[src/rtl/fsx_vram_arbiter_pkg.sv]
// Shared types and constants for the FSX VRAM host-port arbiter.
package fsx_vram_arbiter_pkg;

    // Access sequencer states
    typedef enum logic [1:0] {
        ST_IDLE  = 2'd0,
        ST_ISSUE = 2'd1,
        ST_WAIT  = 2'd2,
        ST_DONE  = 2'd3
    } arb_state_t;

    // Requester identifiers (also index the per-requester read-data registers)
    localparam logic GNT_A = 1'b0;
    localparam logic GNT_B = 1'b1;

    // Width of the per-frame stall counter
    localparam int STALL_W = 16;

    // Saturating increment so a very long stall reads as 0xFFFF instead of wrapping
    function automatic logic [STALL_W-1:0] stall_inc(input logic [STALL_W-1:0] v);
        return (v == {STALL_W{1'b1}}) ? v : v + STALL_W'(1);
    endfunction

endpackage

[src/rtl/fsx_rr_pick.sv]
// Two-way round-robin picker: on a tie the requester that was not served last wins.
module fsx_rr_pick
    import fsx_vram_arbiter_pkg::*;
(
    input  logic [1:0] req,
    input  logic       last,
    output logic       gnt,
    output logic       valid
);

    // Pick a winner among the active requests
    always_comb begin
        valid = |req;
        gnt   = GNT_A;
        if (req == 2'b11) begin
            gnt = ~last;
        end else if (req[1]) begin
            gnt = GNT_B;
        end
    end

endmodule

[src/rtl/fsx_vram_arbiter.sv]
// Arbitrates the VRAM host port between the CPU (A) and the blitter (B).
// New accesses start only while the display is blanked (unless ALLOW_ACTIVE);
// blocked request cycles are counted per frame for software budgeting.
module fsx_vram_arbiter
    import fsx_vram_arbiter_pkg::*;
#(
    parameter int ADDR_W       = 14,
    parameter int DATA_W       = 32,
    parameter int RD_LAT       = 1,
    parameter int ALLOW_ACTIVE = 0
) (
    input  logic               vga_clk,
    input  logic               reset,
    input  logic               blank,
    input  logic               frame_start,
    input  logic               a_req,
    input  logic               a_we,
    input  logic [ADDR_W-1:0]  a_addr,
    input  logic [DATA_W-1:0]  a_wdata,
    output logic               a_ack,
    output logic [DATA_W-1:0]  a_rdata,
    input  logic               b_req,
    input  logic               b_we,
    input  logic [ADDR_W-1:0]  b_addr,
    input  logic [DATA_W-1:0]  b_wdata,
    output logic               b_ack,
    output logic [DATA_W-1:0]  b_rdata,
    output logic [ADDR_W-1:0]  ram_addr,
    output logic               ram_we,
    output logic [DATA_W-1:0]  ram_wdata,
    input  logic [DATA_W-1:0]  ram_q,
    output logic               busy,
    output logic [STALL_W-1:0] stall_last
);

    // Edge count (from ISSUE entry) at which read data is valid on ram_q
    localparam logic [2:0] LAT_LAST = 3'(RD_LAT);

    arb_state_t          state_reg, state_next;
    logic                gnt_reg;
    logic                last_grant_reg;
    logic                op_we_reg;
    logic [2:0]          lat_cnt_reg;
    logic [ADDR_W-1:0]   ram_addr_reg;
    logic                ram_we_reg;
    logic [DATA_W-1:0]   ram_wdata_reg;
    logic [STALL_W-1:0]  stall_cnt_reg;
    logic [STALL_W-1:0]  stall_last_reg;
    logic                frame_d_reg;

    logic                pick_gnt, pick_valid;
    logic                gate_open, grant, stall_now, lat_hit, capture, frame_rise;
    logic                sel_we;
    logic [ADDR_W-1:0]   sel_addr;
    logic [DATA_W-1:0]   sel_wdata;

    fsx_rr_pick u_pick (
        .req   ({b_req, a_req}),
        .last  (last_grant_reg),
        .gnt   (pick_gnt),
        .valid (pick_valid)
    );

    assign gate_open  = blank | (ALLOW_ACTIVE != 0);
    assign grant      = (state_reg == ST_IDLE) & pick_valid & gate_open;
    assign stall_now  = (state_reg == ST_IDLE) & pick_valid & ~gate_open;
    assign lat_hit    = (lat_cnt_reg == LAT_LAST);
    assign capture    = ((state_reg == ST_ISSUE) | (state_reg == ST_WAIT)) & ~op_we_reg & lat_hit;
    assign frame_rise = frame_start & ~frame_d_reg;

    assign sel_we    = (pick_gnt == GNT_B) ? b_we    : a_we;
    assign sel_addr  = (pick_gnt == GNT_B) ? b_addr  : a_addr;
    assign sel_wdata = (pick_gnt == GNT_B) ? b_wdata : a_wdata;

    // State register
    always_ff @(posedge vga_clk) begin
        if (reset) begin
            state_reg <= ST_IDLE;
        end else begin
            state_reg <= state_next;
        end
    end

    // Next-state logic: writes skip WAIT, reads wait until RD_LAT edges have passed
    always_comb begin
        state_next = state_reg;
        case (state_reg)
            ST_IDLE:  if (grant) state_next = ST_ISSUE;
            ST_ISSUE: state_next = (op_we_reg || lat_hit) ? ST_DONE : ST_WAIT;
            ST_WAIT:  if (lat_hit) state_next = ST_DONE;
            ST_DONE:  state_next = ST_IDLE;
            default:  state_next = ST_IDLE;
        endcase
    end

    // Grant bookkeeping, RAM command registers and read-latency counter
    always_ff @(posedge vga_clk) begin
        if (reset) begin
            gnt_reg        <= GNT_A;
            last_grant_reg <= GNT_B;
            op_we_reg      <= 1'b0;
            lat_cnt_reg    <= 3'd0;
            ram_addr_reg   <= '0;
            ram_we_reg     <= 1'b0;
            ram_wdata_reg  <= '0;
        end else begin
            ram_we_reg <= 1'b0;
            if (grant) begin
                gnt_reg        <= pick_gnt;
                last_grant_reg <= pick_gnt;
                op_we_reg      <= sel_we;
                ram_we_reg     <= sel_we;
                ram_addr_reg   <= sel_addr;
                ram_wdata_reg  <= sel_wdata;
                lat_cnt_reg    <= 3'd1;
            end else if ((state_reg == ST_ISSUE) || (state_reg == ST_WAIT)) begin
                lat_cnt_reg <= lat_cnt_reg + 3'd1;
            end
        end
    end

    // Per-requester read-data holding registers, loaded only by that requester's reads
    genvar gi;
    generate
        for (gi = 0; gi < 2; gi++) begin : g_rdata
            logic [DATA_W-1:0] rdata_reg;

            // Capture ram_q on the final latency edge of a read owned by this requester
            always_ff @(posedge vga_clk) begin
                if (reset) begin
                    rdata_reg <= '0;
                end else if (capture && (gnt_reg == 1'(gi))) begin
                    rdata_reg <= ram_q;
                end
            end
        end
    endgenerate

    // Stall counting; a frame_start rising edge publishes and restarts the count
    always_ff @(posedge vga_clk) begin
        if (reset) begin
            stall_cnt_reg  <= '0;
            stall_last_reg <= '0;
            frame_d_reg    <= 1'b0;
        end else begin
            frame_d_reg <= frame_start;
            if (frame_rise) begin
                stall_last_reg <= stall_cnt_reg;
                stall_cnt_reg  <= stall_now ? STALL_W'(1) : '0;
            end else if (stall_now) begin
                stall_cnt_reg <= stall_inc(stall_cnt_reg);
            end
        end
    end

    assign a_ack      = (state_reg == ST_DONE) & (gnt_reg == GNT_A);
    assign b_ack      = (state_reg == ST_DONE) & (gnt_reg == GNT_B);
    assign a_rdata    = g_rdata[0].rdata_reg;
    assign b_rdata    = g_rdata[1].rdata_reg;
    assign ram_addr   = ram_addr_reg;
    assign ram_we     = ram_we_reg;
    assign ram_wdata  = ram_wdata_reg;
    assign busy       = (state_reg != ST_IDLE);
    assign stall_last = stall_last_reg;

endmodule

[config.mk]
export PLATFORM = sky130hd
export DESIGN_NAME = fsx_vram_arbiter
export DESIGN_NICKNAME = d
export VERILOG_FILES = /design/src/rtl/fsx_vram_arbiter_pkg.sv /design/src/rtl/fsx_rr_pick.sv /design/src/rtl/fsx_vram_arbiter.sv
export SDC_FILE = /design/constraint.sdc
export NUM_CORES = 1
export LEC_CHECK = 0
export CAP_MARGIN = 30
export CORE_UTILIZATION = 30
export CTS_CLUSTER_SIZE = 12
export DETAILED_ROUTE_END_ITERATION = 6
export SLEW_MARGIN = 20
export SYNTH_ARGS = -nofsm -noshare
export SYNTH_HDL_FRONTEND = slang
export SYNTH_SLANG_ARGS = --single-unit
[constraint.sdc]
create_clock -name vga_clk -period 3.9 [get_ports vga_clk]
set_input_delay 0.39 -clock vga_clk [delete_from_list [all_inputs] [get_ports vga_clk]]
set_output_delay 0.39 -clock vga_clk [all_outputs]
set_load 0.005 [all_outputs]
# Word-level counts from Yosys, hierarchy flattened
# Index checks and enable logic that the tools add are counted.
[classes]
n_mux = 15
reduce_logical = 13
bitwise_logic = 15
eq_ne = 9
add_sub_neg = 2
[op_table]
columns = ["cell", "count"]
rows = [
  ["16-bit two-way mux", 3],
  ["32-bit two-way mux", 1],
  ["16-bit by 1-bit adder with 16-bit output, second input constant", 1],
  ["16-bit equality test, second input constant", 1],
  ["14-bit two-way mux", 1],
  ["1-bit AND", 8],
  ["2-bit one-hot mux with 4 select lines", 1],
  ["1-bit two-way mux", 7],
  ["2-bit equality test, second input constant", 3],
  ["2-bit != test, second input constant", 3],
  ["1-bit NOT", 6],
  ["2-bit nonzero test", 3],
  ["2-bit OR reduction", 3],
  ["2-bit two-way mux", 2],
  ["2-bit AND reduction", 2],
  ["3-bit by 1-bit adder with 3-bit output, second input constant", 1],
  ["3-bit by 1-bit equality test with 1-bit output, second input constant", 1],
  ["2-bit by 1-bit equality test with 1-bit output, second input constant", 1],
  ["1-bit logical AND", 2],
  ["2-bit logical NOT", 1],
  ["1-bit logical OR", 2],
  ["1-bit bitwise OR", 1],
]
[word_totals]
elab_cells = 68
out_inout_bits = 130
register_bits = 152
input_bits = 132

# Longest topological paths before layout
[logic_depth]
ltp_word = 5
depth_mapped = 8
ltp_nobuf = 6

# By module
# Synthesis repeated with hierarchy kept, for this count alone.
[unflattened]
hier_cells = 712
hier_area_um2 = 6115.9
[modules_own_cells]
columns = ["module", "n_inst", "area_per_inst_um2", "seq_area_each_um2", "cells_each"]
rows = [
  ["fsx_vram_arbiter", 1, 6102.1, 3042.9, 710],
  ["fsx_rr_pick", 1, 13.8, 0.0, 2],
]

# Worst setup path before layout
# OpenSTA, ideal clock, no wires.
[synth_timing]
path_type = "register to register"
from = "register state_reg[1]"
to = "register g_rdata[0].rdata_reg[10] (netlist: a_rdata[10])"
path_buffers = 2
t_required_ns = 3.830
synth_period_minus_slack_ns = 1.734
arrival_time_ns = 1.663
setup_ns = 0.070
path_slack_ns = 2.166
stages_incl_launch_ff = 9
path_cell_list = "dfxtp_1 > inv_1 > ha_1 > and4bb_1 > nor2b_1 > clkbuf_1 > buf_2 > nand2_1 > a21oi_1"
[synth_via]
elab_chain_cells = 5
elab_cells_between_ends = 6
cone_classes = "eq/ne: 2; bitwise: 3; reduce/logical: 1"
[synth_lines]
columns = ["item", "line_no", "text"]
rows = [
  ["from (decl)", "fsx_vram_arbiter.sv:39", "arb_state_t state_reg, state_next;"],
  ["from (signal assigned)", "fsx_vram_arbiter.sv:80", "state_reg <= state_next;"],
  ["2-bit by 1-bit equality test with 1-bit output or 2-bit equality test (tied branches)", "fsx_vram_arbiter.sv:68", "assign capture = ((state_reg == ST_ISSUE) | (state_reg == ST_WAIT)) & ~op_we_reg & lat_hit;"],
  ["1-bit bitwise OR *", "fsx_vram_arbiter.sv:68", ""],
  ["1-bit AND * (2 in series)", "fsx_vram_arbiter.sv:68", ""],
  ["1-bit logical AND *", "fsx_vram_arbiter.sv:132", "end else if (capture && (gnt_reg == 1'(gi))) begin"],
  ["to (signal assigned)", "fsx_vram_arbiter.sv:133", "rdata_reg <= ram_q;"],
  ["to (decl)", "fsx_vram_arbiter.sv:126", "logic [DATA_W-1:0] rdata_reg;"],
]
# Mark *: on every way between the ends. The rest lies on a longest branch, timed or not.
# A chain may end at the register's enable or synchronous reset.

# Final worst setup path
[layout_timing]
from = "register state_reg[0]"
to = "output busy"
[layout_via]
elab_chain_cells = 1
[layout_lines]
columns = ["item", "line_no", "text"]
rows = [
  ["2-bit nonzero test", "fsx_vram_arbiter.sv:163", "assign busy = (state_reg != ST_IDLE);"],
  ["to (decl)", "fsx_vram_arbiter.sv:32", "output logic busy,"],
]
# No other way between the ends.

==> impl_metrics.env <==
export IMPL_run_status="finished clean"
export IMPL_required_ns=3.51
export IMPL_reg2reg_setup_slack_ns=1.70
export IMPL_peakVddDrop_v=0.000248
export IMPL_die_area_um2=21300
export IMPL_start_kind="flip-flop"
export IMPL_maxSlewViolCount=0
export IMPL_drtAntennaViolNets=0
export IMPL_finalCritPeriodShare_pct=57.9
export IMPL_power_density_nw_per_um2=499
export IMPL_cts_buffers=17
export IMPL_core_um2=20300
export IMPL_overflow=0
export IMPL_grt_pass1_wl_um=27900
export IMPL_clk_latency_ns=0.43
export IMPL_cp_max_fo=5
export IMPL_fin_skew_ns=0.0113
export IMPL_worst_pin_slew_ns=0.893
export IMPL_ys_seq_area_share_pct=49.0
export IMPL_gr_usage_all_layers_pct=16.4
export IMPL_cts_resized=0
export IMPL_cts_root_buf="clkbuf_16"
export IMPL_finalCriticalPeriod_ns=2.26
export IMPL_io_pins=262
export IMPL_avgSynthCellArea_um2=8.57
export IMPL_cts_tree="yes"
export IMPL_htreeDepth=4
export IMPL_io_buffers=261
export IMPL_relSlewSlack_pct=40.5
export IMPL_drive_above_1_share_pct=5.34
export IMPL_syn_inst=725
export IMPL_antennaDiodeCount=0
export IMPL_fp_dieH_um=146
export IMPL_end_kind="output port"
export IMPL_wl_per_cell_um=14.0
export IMPL_clockBufferDepth=2
export IMPL_start_util_pct=30.6
export IMPL_synth_nets=865
export IMPL_die_x_um=146
export IMPL_path_clk_slew_ns=0.06
export IMPL_final_cell_mix="clkdlybuf4s50_1 (260), nand2_1 (183), dfxtp_1 (152)"
export IMPL_ctsHoldBuffers=0
export IMPL_synth_top_cell_area_share_pct=49.0
export IMPL_fmax_ghz=0.443
export IMPL_post_cts_setup_buffers=0
export IMPL_dp_cells=1210
export IMPL_arrival_ns=1.87
export IMPL_drt_initial_drc_count=302
export IMPL_gp_congestion=0.737
export IMPL_rsz0062_at_grt="no"
export IMPL_drtPass1Iterations=4
export IMPL_final_cells=1243
export IMPL_r2r_end="ram_addr[4]$_SDFFE_PP0P_"
export IMPL_final_common_cell="clkdlybuf4s50_1"
export IMPL_path_class="reg -> out"
export IMPL_place_area_um2=8990
export IMPL_crit_start="state_reg[0]$_SDFFE_PP0P_"
export IMPL_r2r_cells=7
export IMPL_synth_seq_cells=152
export IMPL_grt_max_degree=98
export IMPL_via_per_inst=4.64
export IMPL_yosysTopAreaCell="dfxtp_1"
export IMPL_grt_pass1_vias=5249
export IMPL_drc=0
export IMPL_ys_types=45
export IMPL_cp_endpoint="busy"
export IMPL_wl_um=17400
export IMPL_fin_area_um2=9620
export IMPL_synthToLayoutAreaGrowth_pct=54.9
export IMPL_finalSetupViolCount=0
export IMPL_hold_path_class="in -> reg"
export IMPL_antenna_found_initial=0
export IMPL_clock_sinks=152
export IMPL_p_leak_nw=3.30
export IMPL_synth_area_top_cells="dfxtp_1 (49%), nand2_1 (11%), mux2i_1 (9.3%)"
export IMPL_hold_viol=0
export IMPL_fp_row_count=52
export IMPL_syn_area_um2=6210
export IMPL_tns_ns=0
export IMPL_num_nets_final=1100
export IMPL_reg2reg_from="state_reg[0]$_SDFFE_PP0P_"
export IMPL_yosysWarnings=0
export IMPL_dpl_hpwl_um=11800
export IMPL_maxCapViolCount=0
export IMPL_num_vias=5769
## through the flow
step	hold slack [ns]	total power, mW	util [%]	setup slack [ns]
finish	0.387	4.80	47.4	1.64
global route	0.412	5.09	47.4	1.44
CTS	0.453	4.87	47.3	1.57
detailed placement	0.446	3.19	44.3	1.51
global placement	0.441	3.18	44.3	1.52
floorplan	0.437	2.52	-	2.17
## kinds of logic (layout without fill, tap and decap cells)
family / count (synthesis) / count (layout) / share of synthesized area, %
compound gates: 151 / 151 / 14.7
flops: 152 / 152 / 49.0
fa+ha+maj: 8 / 8 / 1.61
mux: 59 / 59 / 9.53
xor+xnor: 2 / 2 / 0.282
buf+inv: 62 / 310 / 4.45
simple gates: 291 / 291 / 20.5
## cell type report
cell class / count / area [um^2]
Fill cell: 2029 / 10700
Sequential cell: 152 / 3040
Multi-Input combinational cell: 511 / 2910
Timing Repair Buffer: 270 / 2700
Clock buffer: 20 / 457
Tap cell: 270 / 338
Clock inverter: 12 / 141
Inverter: 8 / 30.0
## power by group
group | switching (mW) | internal (mW) | leakage, nW | total (mW)
combinational | 0.591 | 0.676 | 1.77 | 1.27
clock | 0.678 | 0.984 | 0.287 | 1.66
sequential | 0.115 | 1.76 | 1.24 | 1.87
## Yosys cell counts (all sizes together)
| cell | n |
|---|---|
| nor2b | 4 |
| nor4b | 2 |
| a211oi | 49 |
| a2111oi | 1 |
| nand2b | 4 |
| o21ai | 2 |
| and3 | 1 |
| buf | 20 |
| and2 | 4 |
| nand2 | 183 |
| and4bb | 1 |
| nand3 | 6 |
| or4 | 4 |
| xor2 | 1 |
| dfxtp | 152 |
| nor4 | 6 |
| and4 | 6 |
| a41oi | 1 |
| inv | 8 |
| clkbuf | 34 |
| nor3 | 5 |
| mux2 | 1 |
| or3 | 8 |
| xnor2 | 1 |
| o21a | 1 |
| mux2i | 58 |
| nand4 | 5 |
| a21boi | 2 |
| a31oi | 1 |
| a21oi | 88 |
| o211ai | 1 |
| o31ai | 4 |
| nor2 | 52 |
| a22oi | 1 |
| ha | 8 |
## worst min path at each step
| stage | from | to | slack [ns] | depth (start not counted) |
|---|---|---|---|---|
| 2_1_floorplan | last_grant_reg$_SDFFE_PP1P_ | last_grant_reg$_SDFFE_PP1P_ | 0.44 | 2 |
| 3_3_place_gp | a_rdata[11]$_SDFFE_PP0P_ | a_rdata[11]$_SDFFE_PP0P_ | 0.44 | 2 |
| 3_5_place_dp | b_rdata[11]$_SDFFE_PP0P_ | b_rdata[11]$_SDFFE_PP0P_ | 0.45 | 2 |
| 4_1_cts | b_rdata[11]$_SDFFE_PP0P_ | b_rdata[11]$_SDFFE_PP0P_ | 0.45 | 2 |
| 5_1_grt | reset | frame_d_reg$_SDFF_PP0_ | 0.41 | 2 |
| 6_report | reset | frame_d_reg$_SDFF_PP0_ | 0.39 | 2 |
## layer usage
metal  global-route usage (%)  part of all wire (%)  vias to the layer above
met5                        0                     0                        -
met4                     4.74                   1.2                        0
met3                     5.80                   7.3                       20
met2                     26.6                    46                      199
met1                     20.5                    45                     2582
li1                         -                     -                     2968
## critical path, stage by stage (launching register included)
cell,delay (ns)
dfxtp_1,0.36
inv_1,0.11
ha_1,0.29
inv_1,0.08
clkdlybuf4s50_1,0.60
(Power assumes the default switching activity.)
